===== src/rtl/gain_ramp_amplifier.sv =====
// -----------------------------------------------------------------------------
// gain_ramp_amplifier
//
// Per-band gain stage that sits between the band filters and the band summer.
// A frame holds one signed sample per band. The bands are processed one per
// cycle through a single shared multiplier. Each band's working gain moves
// toward its target by at most RAMP_STEP LSBs per frame, so a gain change
// does not produce zipper noise. Results are saturated to the sample width.
// The rounding is selectable: floor, or round-half-up. Each band has a sticky
// saturation flag.
//
// Ports
//   i_clk                  clock
//   i_rst                  synchronous active-high reset
//   i_en                   1 = amplify, 0 = bypass; captured when a frame is accepted
//   i_gains_valid          load i_gains into the per-band target registers
//   i_gains                packed signed target gains, band i at [(i+1)*G-1:i*G]
//   i_in_valid             a frame of band samples is offered
//   o_in_ready             block is idle and can accept a frame
//   i_filter_ins           packed signed band samples, band i at [(i+1)*W-1:i*W]
//   o_out_valid            one-cycle pulse: o_amplified_filter_ins holds a new frame
//   o_amplified_filter_ins packed signed results, held until the next frame
//   o_sat_flags            sticky per-band saturation indicators
//   i_sat_clear            clear all saturation flags (a same-cycle set wins)
// -----------------------------------------------------------------------------
module gain_ramp_amplifier #(
  parameter int NUMBER_OF_FILTERS = 8,
  parameter int FILTER_IN_BITS    = 16,
  parameter int GAIN_BITS         = 8,
  parameter int GAIN_FRAC_BITS    = 2,
  parameter int RAMP_STEP         = 1,
  parameter int ROUND_MODE        = 0
) (
  input  logic                                        i_clk,
  input  logic                                        i_rst,
  input  logic                                        i_en,
  input  logic                                        i_gains_valid,
  input  logic [NUMBER_OF_FILTERS*GAIN_BITS-1:0]      i_gains,
  input  logic                                        i_in_valid,
  output logic                                        o_in_ready,
  input  logic [NUMBER_OF_FILTERS*FILTER_IN_BITS-1:0] i_filter_ins,
  output logic                                        o_out_valid,
  output logic [NUMBER_OF_FILTERS*FILTER_IN_BITS-1:0] o_amplified_filter_ins,
  output logic [NUMBER_OF_FILTERS-1:0]                o_sat_flags,
  input  logic                                        i_sat_clear
);

  localparam int N     = NUMBER_OF_FILTERS;
  localparam int W     = FILTER_IN_BITS;
  localparam int G     = GAIN_BITS;
  localparam int F     = GAIN_FRAC_BITS;
  localparam int PW    = W + G;
  localparam int IDX_W = (N > 1) ? $clog2(N) : 1;

  // Half an output LSB, added before the fraction bits are dropped when rounding.
  localparam int              RND_SH  = (F > 0) ? F - 1 : 0;
  localparam logic [PW:0]     RND_ADD = (ROUND_MODE == 1 && F > 0) ? ((PW+1)'(1) << RND_SH) : '0;

  // A step larger than any possible gain difference behaves the same as the
  // largest difference, so the step is capped to stay inside G+1 signed bits.
  localparam int               STEP_LIM = (RAMP_STEP > (1 << G) - 1) ? (1 << G) - 1 : RAMP_STEP;
  localparam logic signed [G:0] STEP_S  = (G+1)'(STEP_LIM);
  localparam logic [G-1:0]     STEP_G   = STEP_S[G-1:0];

  localparam logic [G-1:0]     UNITY    = G'(1 << F);
  localparam logic [IDX_W-1:0] LAST_IDX = IDX_W'(N - 1);
  localparam logic [W-1:0]     SAT_MAX  = {1'b0, {(W-1){1'b1}}};
  localparam logic [W-1:0]     SAT_MIN  = {1'b1, {(W-1){1'b0}}};

  typedef enum logic [1:0] {
    S_IDLE = 2'd0,
    S_MUL  = 2'd1,
    S_DONE = 2'd2
  } state_t;

  state_t r_state;
  state_t w_state_next;
  logic   w_in_ready;

  logic [IDX_W-1:0] r_idx;
  logic             r_en;
  logic             r_out_valid;

  logic w_accept;
  logic w_mul;
  logic w_last;

  // Per-band registers live in the generate loop; these flat buses collect
  // them so the shared datapath can select the active band by index.
  logic [N*W-1:0] w_sample_flat;
  logic [N*G-1:0] w_gain_flat;
  logic [N*G-1:0] w_target_flat;
  logic [N*W-1:0] w_res_flat;

  logic signed [W-1:0]  w_sample;
  logic signed [G-1:0]  w_gain;
  logic signed [G-1:0]  w_target;
  logic signed [PW-1:0] w_product;
  logic [PW:0]          w_rounded;
  logic [G-F+1:0]       w_hi;
  logic                 w_ovf;
  logic [W-1:0]         w_amp;
  logic [W-1:0]         w_result;
  logic                 w_sat_set;
  logic signed [G:0]    w_diff;
  logic signed [G-1:0]  w_gain_next;

  // ---------------------------------------------------------------------------
  // Control FSM
  // ---------------------------------------------------------------------------
  always_ff @(posedge i_clk) begin
    if (i_rst) begin
      r_state <= S_IDLE;
    end else begin
      r_state <= w_state_next;
    end
  end

  always_comb begin
    w_state_next = r_state;
    w_in_ready   = 1'b0;
    case (r_state)
      S_IDLE: begin
        w_in_ready = 1'b1;
        if (i_in_valid) begin
          w_state_next = S_MUL;
        end
      end
      S_MUL: begin
        if (r_idx == LAST_IDX) begin
          w_state_next = S_DONE;
        end
      end
      S_DONE: begin
        w_state_next = S_IDLE;
      end
      default: begin
        w_state_next = S_IDLE;
      end
    endcase
  end

  assign w_accept = i_in_valid && w_in_ready;
  assign w_mul    = (r_state == S_MUL);
  assign w_last   = w_mul && (r_idx == LAST_IDX);

  // The output frame is written on the last multiply edge, so out_valid and
  // the new data are both visible during the DONE cycle.
  always_ff @(posedge i_clk) begin
    if (i_rst) begin
      r_idx       <= '0;
      r_en        <= 1'b0;
      r_out_valid <= 1'b0;
    end else begin
      r_out_valid <= w_last;
      if (w_accept) begin
        r_idx <= '0;
        r_en  <= i_en;
      end else if (w_mul) begin
        r_idx <= r_idx + IDX_W'(1);
      end
    end
  end

  // ---------------------------------------------------------------------------
  // Shared datapath for the band selected by r_idx
  // ---------------------------------------------------------------------------
  assign w_sample = w_sample_flat[int'(r_idx)*W +: W];
  assign w_gain   = w_gain_flat[int'(r_idx)*G +: G];
  assign w_target = w_target_flat[int'(r_idx)*G +: G];

  // Sign-extend both operands so the full signed product fits in W+G bits.
  assign w_product = PW'(w_sample) * PW'(w_gain);

  // One extra bit so adding the rounding constant cannot wrap.
  assign w_rounded = {w_product[PW-1], w_product} + RND_ADD;

  // The result fits only if every bit above the kept field repeats its sign.
  assign w_hi  = w_rounded[PW:F+W-1];
  assign w_ovf = ~((&w_hi) | ~(|w_hi));
  assign w_amp = w_ovf ? (w_rounded[PW] ? SAT_MIN : SAT_MAX) : w_rounded[F+W-1:F];

  // Bypass passes the sample through unchanged and never flags saturation.
  assign w_result  = r_en ? w_amp : w_sample;
  assign w_sat_set = r_en && w_ovf;

  // Gain ramp: move toward the target by the step, or land on it exactly
  // when it is closer than one step.
  assign w_diff = {w_target[G-1], w_target} - {w_gain[G-1], w_gain};

  always_comb begin
    w_gain_next = w_target;
    if (w_diff > STEP_S) begin
      w_gain_next = w_gain + STEP_G;
    end else if (w_diff < -STEP_S) begin
      w_gain_next = w_gain - STEP_G;
    end
  end

  // ---------------------------------------------------------------------------
  // Per-band state
  // ---------------------------------------------------------------------------
  generate
    for (genvar gi = 0; gi < N; gi++) begin : g_band
      logic signed [W-1:0] r_sample;
      logic signed [G-1:0] r_cur_gain;
      logic signed [G-1:0] r_target;
      logic [W-1:0]        r_res;
      logic [W-1:0]        r_out;
      logic                r_sat_flag;
      logic                w_sel;

      assign w_sel = w_mul && (r_idx == IDX_W'(gi));

      always_ff @(posedge i_clk) begin
        if (i_rst) begin
          r_sample   <= '0;
          r_cur_gain <= UNITY;
          r_target   <= UNITY;
          r_res      <= '0;
          r_out      <= '0;
          r_sat_flag <= 1'b0;
        end else begin
          if (w_accept) begin
            r_sample <= i_filter_ins[gi*W +: W];
          end
          // Targets load in any state. A band that has already been processed
          // this frame sees the new target only in the next frame.
          if (i_gains_valid) begin
            r_target <= i_gains[gi*G +: G];
          end
          if (w_sel) begin
            r_cur_gain <= w_gain_next;
            r_res      <= w_result;
          end
          // The last band's result is still on the datapath at this edge.
          if (w_last) begin
            r_out <= (gi == N - 1) ? w_result : r_res;
          end
          if (w_sel && w_sat_set) begin
            r_sat_flag <= 1'b1;
          end else if (i_sat_clear) begin
            r_sat_flag <= 1'b0;
          end
        end
      end

      assign w_sample_flat[gi*W +: W]          = r_sample;
      assign w_gain_flat[gi*G +: G]            = r_cur_gain;
      assign w_target_flat[gi*G +: G]          = r_target;
      assign w_res_flat[gi*W +: W]             = r_res;
      assign o_amplified_filter_ins[gi*W +: W] = r_out;
      assign o_sat_flags[gi]                   = r_sat_flag;
    end
  endgenerate

  assign o_in_ready  = w_in_ready;
  assign o_out_valid = r_out_valid;

endmodule


===== config.mk =====
export PLATFORM = sky130hd
export DESIGN_NAME = gain_ramp_amplifier
export DESIGN_NICKNAME = d
export VERILOG_FILES = /design/src/rtl/gain_ramp_amplifier.sv
export SDC_FILE = /design/constraint.sdc
export NUM_CORES = 1
export LEC_CHECK = 0
export BUFFER_PORTS_ARGS = -buffer_cell sky130_fd_sc_hd__buf_2
export CELL_PAD_IN_SITES_DETAIL_PLACEMENT = 0
export CELL_PAD_IN_SITES_GLOBAL_PLACEMENT = 1
export CORE_MARGIN = 5
export CORE_UTILIZATION = 40
export CTS_BUF_LIST = sky130_fd_sc_hd__clkbuf_8 sky130_fd_sc_hd__clkbuf_16
export CTS_CLUSTER_DIAMETER = 100
export CTS_CLUSTER_SIZE = 10
export DETAILED_ROUTE_END_ITERATION = 8
export GPL_TIMING_DRIVEN = 0
export PLACE_DENSITY = 0.74
export SETUP_SLACK_MARGIN = 0.02
export SLEW_MARGIN = 20
export SYNTH_ARGS = -nofsm -noshare
export SYNTH_HDL_FRONTEND = slang
export SYNTH_SLANG_ARGS = --single-unit

===== constraint.sdc =====
create_clock -name i_clk -period 16.9 [get_ports i_clk]
set_clock_uncertainty 0.2 [all_clocks]
set_input_delay 0.845 -clock i_clk [delete_from_list [all_inputs] [get_ports i_clk]]
set_output_delay 0.845 -clock i_clk [all_outputs]
set_load 0.005 [all_outputs]

## Word-level counts from Yosys, hierarchy flattened

Index checks and enable logic that the tools add are counted.

- Word-level logic and storage cells: 124
- RAM bits: 0
- Memories kept: 0
- Register bits after elaboration: 511
- Bits in latches: 0
- ROM bits: 0

- $add $sub $neg: 4
- Bitwise operators: 3
- $lt $le $gt $ge: 2
- Shift operators: 3
- Mux-type cells: 18
- Divide/modulo/power cells: 0
- Equal/unequal tests: 10
- Multiply operators: 1
- Reductions and logical operators: 32

Operators by type and width:

| operator | count |
|---|---|
| 128-bit by 8-bit variable part select with 16-bit output | 1 |
| 64-bit by 7-bit variable part select with 8-bit output | 2 |
| 16-bit 2-to-1 mux | 3 |
| 16-bit by 8-bit multiplier with 24-bit output | 1 |
| 1-bit logical AND | 18 |
| 8-bit 2-to-1 mux | 2 |
| 2-bit nonzero test | 8 |
| 3-bit equality test (second input constant) | 4 |
| 1-bit 2-to-1 mux | 10 |
| 9-bit by 2-bit > comparator with 1-bit output (second input constant) | 1 |
| 9-bit by 1-bit less-than comparator with 1-bit output (second input constant) | 1 |
| 8-bit by 8-bit subtractor with 9-bit output | 1 |
| 8-bit by 1-bit adder with 8-bit output (second input constant) | 1 |
| 8-bit by 1-bit subtractor with 8-bit output (second input constant) | 1 |
| 7-bit AND reduction | 1 |
| 7-bit OR reduction | 1 |
| 3-bit by 2-bit equality test with 1-bit output (second input constant) | 2 |
| 2-bit 2-to-1 mux | 2 |
| 2-bit one-hot mux with 2 select lines | 1 |
| 3-bit by 1-bit adder with 3-bit output (second input constant) | 1 |
| 3-bit by 1-bit equality test with 1-bit output (second input constant) | 1 |
| 3-bit zero test | 1 |
| 2-bit by 1-bit equality test with 1-bit output (second input constant) | 1 |
| 2-bit zero test | 1 |
| other kinds (6) | 7 |

## Logic depth before layout (Yosys ltp)

Gate-level depths: netlist (run 1).

- Depth in word-level cells: 9
- Mapped depth: 28

## Worst setup path before layout (run 1)

Ideal clock, no wire load.

- Path kind: register to register
- From: register r_idx[0]
- To: register g_band[2].r_res[13]
- Library setup time: 0.137 ns
- Path buffers: 4
- Stages on the path, launching flop included: 25
- Clock period less this slack: 7.891 ns
- Path slack: 9.009 ns
- Arrival: 7.554 ns
- Path through: dfxtp_1 -> buf_2 -> buf_2 -> buf_1 -> mux4_2 -> mux2i_1 -> nor2b_1 -> fa_1 -> fa_1 -> fa_1 -> inv_1 -> fa_1 -> inv_1 -> ha_1 -> a21o_1 -> o21bai_1 -> a31oi_1 -> o211ai_1 -> o41ai_1 -> xnor2_1 -> o41ai_4 -> buf_2 -> nand2_1 -> a31oi_4 -> a211oi_1

- Word-level cells in the longest chain between the ends: 7
- Elaborated cells on any way between the ends: 12
- Classes of those cells: 1 x mul; 1 x eq/ne; 2 x shift; 3 x mux; 2 x bitwise; 3 x reduce/logical

Ends and longest elaborated chain:

| item | line | RTL |
|---|---|---|
| from (decl) | 80 | `logic [IDX_W-1:0] r_idx;` |
| from (signal assigned) | 160 | `r_idx <= r_idx + IDX_W'(1);` |
| 128-bit by 8-bit variable part select with 16-bit output / 64-bit by 7-bit variable part select with 8-bit output (equally long branches) | 168, 169 |  |
| 16-bit by 8-bit multiplier with 24-bit output | 173 | `assign w_product = PW'(w_sample) * PW'(w_gain);` |
| 7-bit OR reduction | 180 | `assign w_ovf = ~((&w_hi) \| ~(\|w_hi));` |
| 1-bit inverter | 180 |  |
| 1-bit bitwise OR | 180 |  |
| 16-bit 2-to-1 mux | 181 | `assign w_amp = w_ovf ? (w_rounded[PW] ? SAT_MIN : SAT_MAX) : w_rounded[F+W-1:F];` |
| 16-bit 2-to-1 mux | 184 | `assign w_result = r_en ? w_amp : w_sample;` |
| to (signal assigned) | 234 | `r_res <= w_result;` |
| to (decl) | 208 | `logic [W-1:0] r_res;` |

Parallel ways exist; a longest one is shown, timed or not.
A chain may end at the register's enable or synchronous reset.

## Worst setup path in the final report (run 1)

- From: register r_idx[1]
- To: register g_band[1].r_res[4]

- Word-level cells in the longest chain between the ends: 7
- Elaborated cells on any way between the ends: 12
- Classes of those cells: 1 x mul; 1 x eq/ne; 2 x shift; 3 x mux; 2 x bitwise; 3 x reduce/logical

Ends and longest elaborated chain:

| item | line |
|---|---|
| 128-bit by 8-bit variable part select with 16-bit output / 64-bit by 7-bit variable part select with 8-bit output (equally long branches) | 168, 169 |
| 16-bit by 8-bit multiplier with 24-bit output | 173 |
| 7-bit OR reduction | 180 |
| 1-bit inverter | 180 |
| 1-bit bitwise OR | 180 |
| 16-bit 2-to-1 mux | 181 |
| 16-bit 2-to-1 mux | 184 |
| to (signal assigned) | 234 |
| to (decl) | 208 |

Parallel ways exist; a longest one is shown, timed or not.

==> impl_metrics.py, run 1 <==
metrics = {
    "clock_tree": {
        "clockBufferDepth": 3,
        "clock-root-buffer": "clkbuf_16",
        "htree_levels": 2,
        "numCtsBuffers": 58,
        "clk_pin_slew_worst_paths_ns": 0.06,
        "hold_buffers": 0,
        "clkLatencyLatePin_ns": 0.61,
        "cts_resized": 0,
        "cts_tree": "done",
        "cts.sinks": 511,
        "post_cts_buffers": 0,
    },
    "pwr": {
        "leakagePower_nw": 11.8,
        "p_total_mw": 2.88,
        "p_seq_share_pct": 43.7,
        "internal-power_mw": 2.03,
        "swShare_pct": 29.7,
        "power_frac_comb_pct": 18.9,
        "p_per_area_mw_per_mm2": 98.7,
        "clkPwrFrac_pct": 37.3,
        "p_switching_mw": 0.856,
        "ir_worst_vdd_mv": 0.0672,
    },
    "worst_setup_path": {
        "startpoint": "r_idx[1]",
        "start_kind": "register",
        "crit_type": "reg -> reg",
        "cp.required_ns": 17.14,
        "worst-path-max-fanout": 10,
        "cp_num_buf_inv": 7,
        "reg2reg_from": "r_idx[1]",
        "cpMaxStageDelayCell": "mux2i_1",
        "end_kind": "register",
        "path_delay_family": "buffers and inverters",
        "slowest_delay_ns": 0.88,
        "critPathArrivalTime_ns": 11.10,
    },
    "place": {
        "port_buffers": 333,
        "gp_congestion": 0.893,
        "place_ws_ns": 6.11,
        "place_hpwl_um": 66400,
    },
    "timing": {
        "worstMarginPinSlew_ns": 1.16,
        "hold_viol": 0,
        "fmax_ghz": 0.0920,
        "tns_ns": 0,
        "slew_headroom_pct": 20.4,
        "min_period_ns": 10.87,
        "setup_slack_ns": 6.03,
        "slew_violations": 0,
        "grt_setup_unrepaired": "false",
        "setup_violations": 0,
        "fin_crit_sh_pct": 64.3,
    },
    "die": {
        "io_pins": 336,
        "die_h_um": 259,
        "core.rowCount": 91,
        "die_x_um": 259,
        "dieArea_mm2": 0.0672,
        "start_util_pct": 40.3,
        "fp.coreArea_mm2": 0.0616,
    },
    "routing": {
        "avgRoutedWirePerCell_um": 21.2,
        "detail-route-antenna-nets": 0,
        "via_per_inst": 5.32,
        "via_count": 21600,
        "first_pass_iters": 7,
        "drc": 0,
        "wirelength_um": 86100,
        "drt_iter0_drc": 1658,
    },
    "worst_hold_path": {
        "min_from": "g_band[3].r_out[6]",
        "hold_path.class": "reg -> reg",
    },
    "global_routing": {
        "globalRouteTotalUtil_pct": 24.8,
        "grt_overflow": 0,
        "grt_max_degree": 16,
        "grt_first_pass_wirelength_um": 129000,
        "antenna_found_initial": 2,
        "grt_pass1_vias": 21900,
    },
    "logic_synthesis": {
        "synth_cell_types": 62,
        "synth_warnings": 0,
        "synth_edf_count": 0,
        "syn_area_per_cell_um2": 8.82,
        "yosys.area.top_type_share_pct": 41.2,
        "synth_commonest_cells": "nand2_1 (570), dfxtp_1 (511), nor2_1 (339)",
        "syn_area_mm2": 0.0248,
        "synth_nets": 3180,
        "ys_ff_latch": 511,
        "synth.most_common_cell": "nand2_1",
        "seq_area_frac_synth_pct": 41.2,
        "syn_inst": 2818,
        "synth_largest_area_cell": "dfxtp_1",
        "async_flop_share_pct": 0,
        "synthTopCellsByArea": "dfxtp_1 (41%), nand2_1 (8.6%), fa_1 (8.4%), a21oi_1 (6.0%), mux4_2 (5.8%)",
        "yosys_most_used_dff": "dfxtp_1",
    },
    "cells_and_area": {
        "final_util_pct": 47.5,
        "layout-drive-gt1-share_pct": 17.1,
        "diodes": 0,
        "regArea_mm2": 0.0102,
        "area_delta_synth_final_pct": 17.7,
        "fin_nets": 3580,
        "multi_input_area_mm2": 0.0133,
        "num-fill-cells": 6070,
    },
    "flow_run": {
        "maxCapViolCount": 0,
    },
    "run_status": {
        "status": "completed",
    },
}
[power by group through the flow]
stage          combinational, mW  sequential [mW]  clock (mW)
6_report                   0.546             1.26        1.08
5_1_grt                    0.595             1.26        1.14
3_3_place_gp               0.518             1.28           0
4_1_cts                    0.541             1.26        1.09
3_5_place_dp               0.540             1.29           0
2_1_floorplan              0.345             1.28           0
[layer usage]
| layer | GRT usage (%) | vias up | part of all wire, % |
|---|---|---|---|
| met5 | 0 | - | 0 |
| met4 | 8.01 | 0 | 3.2 |
| met3 | 4.45 | 147 | 7.0 |
| met2 | 40.9 | 787 | 47 |
| met1 | 33.3 | 10400 | 43 |
| li1 | - | 10200 | - |
[path summary, 6_finish.rpt]
kind	endpoint	slack, ns	cells past startpoint
hold reg to reg	g_band[3].r_out[6]	0.25	2
hold / removal	g_band[3].r_out[6]	0.25	2
setup / recovery	g_band[1].r_res[4]	6.03	25
setup reg to reg	g_band[1].r_res[4]	6.03	25
[worst reg2reg max path, cell delays in order (launching register included)]
cell      delay (ns)
dfxtp_1         0.52
buf_2           0.42
buf_1           0.76
buf_2           0.51
buf_2           0.43
mux4_2          0.44
mux2i_1         0.88
nor2b_1         0.30
fa_1            0.46
fa_1            0.55
fa_1            0.55
inv_1           0.05
fa_1            0.53
inv_1           0.05
ha_1            0.34
a21o_1          0.19
o21bai_1        0.24
a31oi_1         0.38
o211ai_1        0.20
o41ai_1         0.38
xnor2_1         0.22
o41ai_4         0.66
buf_2           0.33
nand3_1         0.12
nand3_1         0.81
a211oi_1        0.17
[state kept, by name (all words and copies together), names as in the netlist]
name,count
o_out_valid,1
g_band.r_target,64
g_band.r_sat_flag,8
r_en,1
g_band.r_out,128
r_state,2
g_band.r_sample,128
g_band.r_cur_gain,64
r_idx,3
g_band.r_res,112
[final cells by class]
cell class / instances / share of cell area (%)
Timing Repair Buffer: 340 / 5.94
Inverter: 157 / 2.02
Multi-Input combinational cell: 1950 / 45.6
Clock buffer: 58 / 4.96
Buffer: 200 / 2.73
Sequential cell: 511 / 35.0
Tap cell: 837 / 3.58
Clock inverter: 6 / 0.201
[cells in the final DEF, fill, tap and decap left out, types with 28 or more instances in the layout]
cell type    n
mux4_2      64
fa_1       104
inv_1      155
clkbuf_1   161
dfxtp_1    511
buf_2      347
mux2i_1     73
nor2_1     339
a211oi_1   155
clkbuf_16   58
nand3_1     28
ha_1        60
a21oi_1    296
nand2_1    570
[per-stage QoR]
stage               instances  hold WS [ns]  area (um2)
floorplan                2818         0.232       24800
global placement         3988         0.238       27600
detailed placement       3995         0.245       27700
CTS                      4059         0.229       29200
global route             4059         0.248       29200
finish                   4059         0.250       29200
[logic make-up (layout without fill, tap and decap cells)]
family	count (synthesis)	after routing	share of synthesized area (%)
XOR/XNOR	33	33	1.16
buffers and inverters	357	761	5.57
adder cells (fa/ha/maj)	164	164	11.4
multiplexers	150	150	9.27
AND/OR/NAND/NOR	1047	1047	17.1
AO/OA/AOI/OAI	556	556	14.3
flip-flops	511	511	41.2
Power figures use the tool's default switching activity.
==> run 2: changes to the inputs <==
- ABC_AREA: unset -> 1
- CORE_UTILIZATION: 40 -> 38
- PLACE_DENSITY: 0.74 -> 0.76
- clock period: 16.9 -> 9.6 ns (I/O delays scaled with it)
==> run 2 against run 1 <==
Effect of this change:
- die area is 9.8% higher
- sequential share of layout area is 3.2 points lower
- maximum frequency is 31% higher
- synthesized cell count is 27% higher
- final cell count is 24% higher
- core utilization is 0.23 points lower
- sequential power is 79% higher
- count of clock-buffer cells in the layout stayed put
- power is 120% higher
- clock power is 81% higher
- combinational power grew to 4.0 times the previous value
- largest cell class unchanged
- non-clock buffer count is 213 higher
==> impl_metrics.py, run 2 <==
metrics = {
    "run_status": {
        "status": "completed",
    },
    "worst_setup_path": {
        "rr_endpoint": "g_band[4].r_res[2]",
        "crit_top_cell": "nand2_1",
        "start_kind": "register",
        "critPathArrivalTime_ns": 8.58,
        "cpMaxStageDelayCell": "o21ai_0",
        "reg2regPathDepth": 32,
        "reg2reg_from": "r_idx[1]",
        "crit_type": "reg -> reg",
        "slowest_delay_ns": 0.75,
        "startpoint": "r_idx[1]",
        "end_kind": "register",
        "reg2reg_slack_ns": 1.29,
        "worst-path-max-fanout": 10,
        "cp.required_ns": 9.88,
        "critPathCapture": "g_band[4].r_res[2]",
    },
    "logic_synthesis": {
        "synthTopCellsByArea": "dfxtp_1 (39%), nor2_1 (13%), o21ai_0 (11%), fa_1 (8.0%), nand2_1 (5.1%)",
        "ys_ff_latch": 511,
        "synth_edf_count": 0,
        "yosys_most_used_dff": "dfxtp_1",
        "seq_area_frac_synth_pct": 39.3,
        "async_flop_share_pct": 0,
        "synth_nets": 3935,
        "synth_cell_types": 43,
        "synth_commonest_cells": "nor2_1 (886), o21ai_0 (552), dfxtp_1 (511)",
        "syn_area_per_cell_um2": 7.28,
        "yosys.area.top_type_share_pct": 39.3,
        "syn_area_mm2": 0.0260,
        "syn_inst": 3573,
        "synth.most_common_cell": "nor2_1",
        "synth_largest_area_cell": "dfxtp_1",
        "synth_warnings": 0,
    },
    "timing": {
        "whs_ns": 0.0115,
        "tns_ns": 0,
        "setup_violations": 0,
        "slew_violations": 0,
        "fmax_ghz": 0.120,
        "min_period_ns": 8.31,
        "fin_crit_sh_pct": 86.5,
        "worstMarginPinSlew_ns": 1.09,
        "slew_headroom_pct": 26.6,
        "grt_setup_unrepaired": "false",
        "hold_viol": 0,
        "setup_slack_ns": 1.29,
    },
    "routing": {
        "m1WireLength_um": 44800,
        "met3WireLength_um": 7020,
        "first_pass_iters": 8,
        "drc": 0,
        "drt_iter0_drc": 2113,
        "highest_layer": "met5",
        "avgRoutedWirePerCell_um": 20.4,
        "wirelength_um": 103000,
        "via_per_inst": 5.14,
        "wl_met2_um": 47700,
        "detail-route-antenna-nets": 0,
        "via_count": 25900,
    },
    "global_routing": {
        "grt_first_pass_wirelength_um": 153000,
        "antenna_found_initial": 3,
        "grt_overflow": 0,
        "globalRouteTotalUtil_pct": 26.7,
        "grt_max_degree": 17,
        "grt_pass1_vias": 25300,
    },
    "clock_tree": {
        "cts_resized": 0,
        "clockBufferDepth": 3,
        "numCtsBuffers": 57,
        "post_cts_buffers": 0,
        "cts.sinks": 511,
        "clkLatencyLatePin_ns": 0.63,
        "cts_tree": "done",
        "clk_pin_slew_worst_paths_ns": 0.06,
        "clock-root-buffer": "clkbuf_16",
        "htree_levels": 2,
    },
    "cells_and_area": {
        "final_util_pct": 47.2,
        "final_cell_mix": "nor2_1 (886), o21ai_0 (552), dfxtp_1 (511)",
        "layout.cells.most_common": "nor2_1",
        "top_regs": "g_band.r_out: 128 flops, g_band.r_sample: 128 flops, g_band.r_res: 112 flops",
        "multi_input_area_mm2": 0.0135,
        "fin_nets": 4516,
        "diodes": 0,
        "final_area_mm2": 0.0322,
        "regArea_mm2": 0.0102,
        "area_delta_synth_final_pct": 23.9,
        "num-fill-cells": 7016,
        "layoutNonFillerInstCount": 5039,
        "layout-drive-gt1-share_pct": 12.8,
    },
    "die": {
        "io_pins": 336,
        "fp.coreArea_mm2": 0.0682,
        "dieArea_mm2": 0.0738,
        "die_x_um": 272,
        "die_h_um": 272,
        "core.rowCount": 96,
        "start_util_pct": 38.1,
    },
    "pwr": {
        "p_per_area_mw_per_mm2": 199,
        "p_total_mw": 6.41,
        "ir_worst_vdd_mv": 0.147,
        "leakagePower_nw": 15.2,
    },
    "place": {
        "placed_area_mm2": 0.0288,
        "gp_congestion": 0.904,
        "port_buffers": 333,
        "place_ws_ns": 1.41,
        "dpl.cell_count": 4788,
        "place_hpwl_um": 75900,
    },
    "flow_run": {
        "maxCapViolCount": 0,
    },
    "worst_hold_path": {
        "hold_path.class": "in -> reg",
    },
}
[run 2: worst max-delay path, delay by kind of cell, from the launching register on]
family                   cells  cell delay (ns)
buffers and inverters        9             1.70
AND/OR/NAND/NOR             14             2.06
adder cells (fa/ha/maj)      5             2.44
flip-flops                   1             0.36
AO/OA/AOI/OAI                4             1.36
[run 2: report_power, final]
part	switching, mW	leakage (nW)	internal (mW)	total (mW)
clock	0.875	0.752	1.09	1.96
sequential	0.0441	4.17	2.20	2.25
combinational	1.48	10.3	0.722	2.20
[run 2: how the worst min path moves through the flow]
stage / startpoint / end / slack, ns / depth (start not counted)
CTS: i_filter_ins[44] / g_band[2].r_sample[12] / 0.02 / 3
global placement: g_band[5].r_target[2] / g_band[5].r_target[2] / 0.24 / 2
finish: i_filter_ins[44] / g_band[2].r_sample[12] / 0.01 / 3
detailed placement: g_band[5].r_target[2] / g_band[5].r_target[2] / 0.24 / 2
global route: i_filter_ins[44] / g_band[2].r_sample[12] / 0.005 / 3
floorplan: g_band[2].r_target[2] / g_band[2].r_target[2] / 0.22 / 2
[run 2: per-layer routing]
metal / up-vias / GRT usage (%)
li1: 12500 / -
met2: 945 / 44.9
met4: 2 / 7.40
met3: 155 / 4.25
met5: - / 0
met1: 12300 / 35.8
[run 2: layout make-up]
class                   count  area share [%]
plain buffers             231            3.10
clock buffers              58            4.50
inverters                 354            4.12
well taps                 882            3.42
flip-flops and latches    511            31.7
multi-input cells        2477            41.8
clock inverters             4           0.303
repair buffers            522            11.0
[run 2: what timing repair did]
action / in CTS / in global routing
hold buffers: 189 / 0
endpoints found under the hold margin: 192 / 0
endpoints found under the setup margin: 0 / 0
[run 2: cell families after synthesis]
group / after synthesis / synth area share (%)
buffers and inverters: 585 / 8.94
DFF: 511 / 39.3
and+or+nand+nor: 1406 / 21.8
adders and majority gates: 164 / 10.9
AOI/OAI and AO/OA: 877 / 18.0
xor gates and xnor gates: 30 / 1.01
==> run 3: changes to the inputs <==
- CORE_UTILIZATION: 38 -> 40
- SKIP_LAST_GASP: unset -> 1
- clock period: 9.6 -> 9.63 ns (I/O delays scaled with it)
==> run 3 against run 2 <==
Effect of this change:
- die area fell by 4.8%
- clock power is essentially flat
- first-iteration DRC count is 2.3% higher
- flip-flop and latch count unchanged
- critical endpoint is now g_band[7].r_out[3]
- largest cell class unchanged
- largest power group unchanged
==> impl_metrics.py, run 3 (synthesis gave the netlist of run 2 again) <==
metrics = {
    "timing": {
        "hold_viol": 0,
        "tns_ns": 0,
        "setup_violations": 0,
        "slew_violations": 0,
        "grt_setup_unrepaired": "false",
        "min_period_ns": 8.38,
        "worstMarginPinSlew_ns": 1.09,
        "fmax_ghz": 0.119,
        "whs_ns": 0.00745,
        "slew_headroom_pct": 26.8,
        "fin_crit_sh_pct": 87.0,
    },
    "worst_setup_path": {
        "worst-path-max-fanout": 10,
        "crit_top_cell": "nand2_1",
        "reg2regPathDepth": 33,
        "start_kind": "register",
        "reg2reg_slack_ns": 1.25,
        "critPathArrivalTime_ns": 8.67,
        "rr_endpoint": "g_band[7].r_out[3]",
        "end_kind": "register",
        "slowest_delay_ns": 0.56,
        "cp.required_ns": 9.92,
        "reg2reg_from": "r_idx[1]",
        "crit_type": "reg -> reg",
        "cpMaxStageDelayCell": "nand2_1",
    },
    "routing": {
        "first_pass_iters": 6,
        "drc": 0,
        "via_per_inst": 5.14,
        "drt_iter0_drc": 2162,
        "detail-route-antenna-nets": 0,
        "via_count": 25800,
        "avgRoutedWirePerCell_um": 20.4,
        "wirelength_um": 102000,
    },
    "clock_tree": {
        "htree_levels": 2,
        "clockBufferDepth": 3,
        "post_cts_buffers": 0,
        "cts_resized": 0,
        "numCtsBuffers": 57,
        "clock-root-buffer": "clkbuf_16",
        "cts_tree": "done",
        "hold_buffers": 187,
        "cts.sinks": 511,
        "clk_pin_slew_worst_paths_ns": 0.06,
        "clkLatencyLatePin_ns": 0.64,
    },
    "place": {
        "gp_congestion": 0.918,
        "dpl.cell_count": 4762,
        "place_hpwl_um": 75600,
        "port_buffers": 333,
    },
    "pwr": {
        "p_per_area_mw_per_mm2": 198,
        "ir_worst_vdd_mv": 0.156,
        "leakagePower_nw": 15.2,
    },
    "worst_hold_path": {
        "hold_path.class": "in -> reg",
        "min_from": "i_filter_ins[76]",
        "hold_path_end": "g_band[4].r_sample[12]",
        "worstHoldPathCells": 3,
    },
    "die": {
        "die_h_um": 265,
        "start_util_pct": 40.3,
        "fp.coreArea_mm2": 0.0645,
        "die_x_um": 265,
        "io_pins": 336,
        "dieArea_mm2": 0.0702,
        "core.rowCount": 93,
    },
    "global_routing": {
        "antenna_found_initial": 1,
        "grt_pass1_vias": 25100,
        "globalRouteTotalUtil_pct": 27.9,
        "grt_first_pass_wirelength_um": 152000,
        "grt_max_degree": 17,
        "grt_overflow": 0,
    },
    "cells_and_area": {
        "final_cell_mix": "nor2_1 (886), o21ai_0 (552), dfxtp_1 (511)",
        "layout-drive-gt1-share_pct": 12.8,
        "num-fill-cells": 6579,
        "regArea_mm2": 0.0102,
        "top_regs": "g_band.r_out: 128 flops, g_band.r_sample: 128 flops, g_band.r_res: 112 flops",
        "multi_input_area_mm2": 0.0135,
        "fin_nets": 4515,
        "area_delta_synth_final_pct": 23.6,
        "layoutNonFillerInstCount": 5012,
        "layout.cells.most_common": "nor2_1",
    },
    "run_status": {
        "status": "completed",
    },
    "flow_run": {
        "maxCapViolCount": 0,
    },
}
run 3: report_power, final:
part,switching [mW],internal (mW),leakage (nW)
clock,0.877,1.06,0.744
combinational,1.48,0.721,10.2
sequential,0.0434,2.20,4.17
run 3: how the worst max path moves through the flow:
stage	start	endpoint	slack, ns	cells past startpoint
finish	r_idx[1]	g_band[7].r_out[3]	1.25	33
global route	r_idx[1]	g_band[7].r_out[3]	0.91	32
CTS	r_idx[1]	g_band[7].r_out[3]	1.34	33
detailed placement	r_idx[1]	g_band[5].r_res[3]	1.42	33
global placement	r_idx[1]	g_band[7].r_out[3]	1.24	33
floorplan	r_idx[1]	g_band[0].r_res[10]	3.57	34
run 3: cell type report:
class	count	area share, %
Tap cell	855	3.33
Clock buffer	58	4.51
Clock inverter	4	0.198
Multi-Input combinational cell	2477	41.9
Antenna cell	1	0.00778
Inverter	354	4.13
Timing Repair Buffer	521	11.0
Sequential cell	511	31.8
Buffer	231	3.10
run 3: critical path: cells and delay by family (launching register included):
kind / cells / cell delay (ns)
fa+ha+maj: 5 / 2.44
simple gates: 15 / 2.23
buf+inv: 9 / 1.76
compound gates: 4 / 1.20
flops: 1 / 0.37
run 3: stage by stage:
stage / power (mW) / util [%] / setup slack, ns / cell area, um2
after detailed placement: 4.40 / 44.6 / 1.42 / 28800
after global placement: 4.41 / 44.6 / 1.24 / 28700
after floorplan: 3.73 / - / 3.57 / 26000
after global routing: 6.72 / 49.9 / 0.913 / 32100
after CTS: 6.39 / 49.9 / 1.34 / 32100
final: 6.38 / 49.9 / 1.25 / 32100
run 3: metal layers:
layer  part of all wire (%)  wire [um]  vias up  GRT usage [%]
met5                      0          0        -              0
met4                    3.4       3520        0           8.94
met3                    7.2       7350      178           4.37
met2                     46      46700      959           45.8
met1                     44      44500    12100           37.9
li1                       -          -    12500              -
